==> src/rtl/seg_display_sched.sv <==
// Display scheduler: background digits (optionally blinking) preempted by one-shot req/ack messages.
// Latency 1 clk, all outputs registered; backpressure: msg_req is held until the msg_ack pulse, ignored while busy.
module seg_display_sched #(
    parameter int         HOLD_TICKS = 8,
    parameter int         BLINK_DIV  = 4,
    parameter logic [3:0] BLANK_CODE = 4'd15
) (
    input  logic        clk,
    input  logic        rst,
    input  logic        tick,
    input  logic [3:0]  bg_d3,
    input  logic [3:0]  bg_d2,
    input  logic [3:0]  bg_d1,
    input  logic [3:0]  bg_d0,
    input  logic        blink_en,
    input  logic        msg_req,
    input  logic [15:0] msg_d,
    output logic        msg_ack,
    output logic        busy,
    output logic [3:0]  cnt3,
    output logic [3:0]  cnt2,
    output logic [3:0]  cnt1,
    output logic [3:0]  cnt0
);

    typedef enum logic [1:0] {
        S_BG,
        S_MSG,
        S_GAP
    } state_t;

    localparam logic [7:0]  HOLD_LOAD = 8'(HOLD_TICKS);
    localparam logic [7:0]  BLINK_TOP = 8'(BLINK_DIV - 1);
    localparam logic [15:0] BLANK4    = {4{BLANK_CODE}};

    state_t      state_q, state_d;
    logic [7:0]  timer_q, timer_d;
    logic [7:0]  blink_cnt_q, blink_cnt_d;
    logic        hidden_q, hidden_d;
    logic [15:0] msg_lat_q, msg_lat_d;
    logic [15:0] cnt_q, cnt_d;
    logic        ack_q, ack_d;
    logic        busy_q, busy_d;

    always_ff @(posedge clk or posedge rst) begin
        if (rst) begin
            state_q     <= S_BG;
            timer_q     <= 8'd0;
            blink_cnt_q <= 8'd0;
            hidden_q    <= 1'b0;
            msg_lat_q   <= 16'd0;
            cnt_q       <= BLANK4;
            ack_q       <= 1'b0;
            busy_q      <= 1'b0;
        end else begin
            state_q     <= state_d;
            timer_q     <= timer_d;
            blink_cnt_q <= blink_cnt_d;
            hidden_q    <= hidden_d;
            msg_lat_q   <= msg_lat_d;
            cnt_q       <= cnt_d;
            ack_q       <= ack_d;
            busy_q      <= busy_d;
        end
    end

    always_comb begin
        state_d     = state_q;
        timer_d     = timer_q;
        blink_cnt_d = blink_cnt_q;
        hidden_d    = hidden_q;
        msg_lat_d   = msg_lat_q;
        ack_d       = 1'b0;

        unique case (state_q)
            S_BG: begin
                // Accept has priority over a coincident tick; that tick is consumed by neither.
                if (msg_req) begin
                    msg_lat_d   = msg_d;
                    timer_d     = HOLD_LOAD;
                    state_d     = S_MSG;
                    ack_d       = 1'b1;
                    blink_cnt_d = 8'd0;
                    hidden_d    = 1'b0;
                end else if (!blink_en) begin
                    blink_cnt_d = 8'd0;
                    hidden_d    = 1'b0;
                end else if (tick) begin
                    if (blink_cnt_q == BLINK_TOP) begin
                        blink_cnt_d = 8'd0;
                        hidden_d    = ~hidden_q;
                    end else begin
                        blink_cnt_d = blink_cnt_q + 8'd1;
                    end
                end
            end
            S_MSG: begin
                if (tick && timer_q != 8'd0) begin
                    timer_d = timer_q - 8'd1;
                    if (timer_q == 8'd1) begin
                        state_d = S_GAP;
                    end
                end
            end
            S_GAP: begin
                if (tick) begin
                    state_d = S_BG;
                end
            end
            default: state_d = S_BG;
        endcase

        // Outputs follow the next state so every change lands exactly one clk after its cause.
        unique case (state_d)
            S_BG:    cnt_d = hidden_d ? BLANK4 : {bg_d3, bg_d2, bg_d1, bg_d0};
            S_MSG:   cnt_d = msg_lat_d;
            default: cnt_d = BLANK4;
        endcase
        busy_d = (state_d != S_BG);
    end

    assign msg_ack = ack_q;
    assign busy    = busy_q;
    assign cnt3    = cnt_q[15:12];
    assign cnt2    = cnt_q[11:8];
    assign cnt1    = cnt_q[7:4];
    assign cnt0    = cnt_q[3:0];

endmodule
==> config.mk <==
export PLATFORM = sky130hd
export DESIGN_NAME = seg_display_sched
export DESIGN_NICKNAME = d
export VERILOG_FILES = /design/src/rtl/seg_display_sched.sv
export SDC_FILE = /design/constraint.sdc
export NUM_CORES = 1
export LEC_CHECK = 0
export ABC_AREA = 1
export CAP_MARGIN = 0
export CORE_MARGIN = 2
export CORE_UTILIZATION = 45
export CTS_CLUSTER_DIAMETER = 50
export CTS_CLUSTER_SIZE = 12
export DETAILED_ROUTE_END_ITERATION = 8
export PLACE_DENSITY = 0.72
export SETUP_SLACK_MARGIN = 0.2
export SYNTH_ARGS = -nofsm -noshare
export SYNTH_HDL_FRONTEND = slang
export SYNTH_SLANG_ARGS = --single-unit
==> constraint.sdc <==
create_clock -name clk -period 1.7 [get_ports clk]
set_input_delay 0.51 -clock clk [delete_from_list [all_inputs] [get_ports clk]]
set_output_delay 0.51 -clock clk [all_outputs]
set_load 0.02 [all_outputs]
==> reports/qor.txt, run 1 <==
Cell taking the most area after synthesis = dfrtp_1
Area of the mapped netlist = 0.00252 mm²
Nets = 430
Clk_lat worst skew = 310 ps
Syn Nets = 332
Io pins = 55
Final setup viols = 0
Synth top area share = 36.8%
Met3 usage = 3.75%
CTS tree = built
Crit. End Element = register
DP Wirelength = 3900 µm
Worst IR drop on VDD = 0.000987 V
Max transition margin = 81.2%
Logic gate share of total power = 52.1%
Avg Inst Size Synth = 8.65 µm²
# DRC = 0
Starting Density = 46.3%
Met2 usage = 33.6%
CP startpoint kind = register
Critical path type = register to register
Worst EP required = 1950 ps
CTS Buf Count = 5
Row cnt = 27
Final Wtd Congestion = 0.856
Htree depth = 2
Met1 Usage GRT = 23.9%
PD cells = 1710 mW/mm²
Synth area leaders = dfrtp_1 37%, dfstp_2 17%, nand2_1 13%, a21oi_1 6.2%, nor2_1 5.4%
Share of cells above drive strength 1 = 37.7%
Power Internal = 3.96 mW
Worst setup margin = 170 ps
Main synth FF type = dfrtp_1
GRT overflow = 0
WL final = 6170 µm
Static Leakage = 1.75 nW
R2r worst-path depth = 9
Number of synthesized register bits = 53
DIE AREA = 0.00621 mm²
Avg WL per Cell = 13.4 µm
Hold Buf Count CTS = 0
Vias in the first global route = 2175
Root cell of the clock tree = clkbuf_8
Worst Path Max Fanout = 11
Sw Pwr = 2.54 mW
Sw frac = 39.0%
Final-report hold violation count = 0
Register share of total power = 34.3%
CP startpoint = timer_q[0]
Initial DRT Pass Iterations = 4
Outcome = completed
Tmin final = 1530 ps
DR vias = 2268
Setup_tns = 0 ps
Num Clock Sinks = 53
Synth cell types = 31
Post-synth EDFFs = 0
GRT Overall Usage = 19.3%
Final antenna-violating net count = 0
WHS = 467 ps
Register area share after synthesis = 53.5%
Port Buffers = 54
R2R Path End = cnt_q[15]
Slew Viols, Final = 0
Pin count of the biggest net entering global routing = 25
Register clock-pin slew on the reported worst setup and hold paths = 100 ps
Synth-to-layout area growth = 51.2%
Die Width = 78.8 µm
Max Freq = 0.654 GHz
Total power = 6.49 mW
Vias per cell = 4.91
Number of max-cap violations = 0
Final Skew = 11.3 ps
Async SR Flop Fraction = 100%
Crit path DAT = 1780 ps
Syn Inst Count = 291
Antenna violations before repair = 0
Fill cells = 409
Most crowded layer after global routing = met2
Reg2reg start = timer_q[0]
DRT iter0 DRCs = 66
Core area = 0.00544 mm²
Tcrit/Tclk final = 90.0%
Die height = 78.8 µm
Synth warn = 0
Inserted Diodes = 0
RSZ-0062 raised after global routing = true
Clk pwr share = 13.6%
Worst reg2reg setup slack = 170 ps
CTS max path bufs = 2
Global-route wire length before repair = 9500 µm
Hold Crit Class = input pin to async pin
Pre-CTS WS = -283 ps
Tightest Pin Transition = 281 ps
[power by group through the flow]
stage,registers (mW),logic (mW),clock network [mW]
global placement,2.19,2.85,0
global route,2.29,3.72,0.940
finish,2.23,3.38,0.882
floorplan,2.43,1.58,0
detailed placement,2.18,2.92,0
CTS,2.18,3.05,0.896
[flip-flops by register name (all words and copies together) (netlist names)]
name,cells
busy,1
hidden_q,1
cnt_q,16
state_q,2
msg_lat_q,16
blink_cnt_q,8
msg_ack,1
timer_q,8
[cell type report]
cell class                      count  area [µm²]  share of cell area (%)
Tap cell                           72        90.1                    2.37
Clock inverter                      2        38.8                    1.02
Multi-Input combinational cell    209        1160                    30.5
Sequential cell                    53        1350                    35.4
Clock buffer                        6        72.6                    1.91
Inverter                           22        86.3                    2.27
Timing Repair Buffer               98        1010                    26.5
[worst max-delay path: stages, from the launching register on]
cell     delay (ps)
dfrtp_1         400
inv_2            90
ha_4            130
nor3b_4         170
nand2_2         100
nand4_1          90
nand2_2         110
nor2_8          160
buf_12          150
a21oi_1          70
[timing repair]
item,4_1_cts,5_1_grt
setup endpoints to repair,46,44
setup buffers,8,14
gates cloned,1,1
pin swaps,8,9
resized for setup,98,48
[metrics by stage]
step | util (%) | instances | area, µm²
5_1_grt | 70.0 | 462 | 3810
2_1_floorplan | - | 291 | 2530
3_5_place_dp | 61.0 | 430 | 3320
6_report | 70.0 | 462 | 3810
3_3_place_gp | 61.0 | 430 | 3320
4_1_cts | 64.8 | 447 | 3530
[cells in the mapped netlist (4+ instances only)]
cell,instances
a21oi_2,9
nor2_2,5
nor2_1,36
inv_1,18
dfrtp_1,37
o21ai_0,6
o21ai_1,4
nand2_1,84
a21oi_1,31
dfstp_2,16
nand3_1,9
ha_1,4
[kinds of logic after synthesis]
family          after synthesis  share of synthesized area [%]
fa+ha+maj                     4                           1.99
compound gates               53                           12.1
flops                        53                           53.5
buf+inv                      29                           5.42
simple gates                148                           25.6
xor+xnor                      4                           1.39
[placed cells by master (no fill, tap or decap), drive strengths merged]
cell | netlist | routed
nor3 | 3 | 3
clkinvlp | 0 | 1
clkinv | 1 | 1
dfrtp | 37 | 37
xor2 | 3 | 3
clkdlybuf4s15 | 0 | 1
o21a | 2 | 2
nor3b | 1 | 1
dfstp | 16 | 16
nand2 | 89 | 89
clkdlybuf4s50 | 0 | 33
nor2 | 43 | 43
xnor2 | 1 | 1
dlygate4sd2 | 0 | 3
a31oi | 1 | 1
buf | 5 | 59
a21oi | 40 | 40
clkbuf | 2 | 8
o21ai | 10 | 10
nand4 | 2 | 2
inv | 21 | 21
bufinv | 0 | 1
nand3 | 10 | 10
ha | 4 | 4
[worst max path at each step]
stage	slack, ps	end
after global placement	-250	cnt_q[8]
after global routing	60	cnt_q[10]
after CTS	180	cnt0[0]
after floorplan	230	busy
after detailed placement	-280	cnt_q[13]
final	170	cnt_q[15]
[routing by layer]
metal / routed length, µm / vias up
li1: - / 1128
met1: 2710 / 1085
met2: 3150 / 46
met3: 233 / 9
met4: 79 / 0
met5: 0 / -
No activity file was read; power rests on OpenSTA's default activity.
==> inputs of run 2 (changes only) <==
- GPL_ROUTABILITY_DRIVEN: unset -> 0
==> results of run 2 <==
Final layout, timing and power as in run 1 (identical DEF).
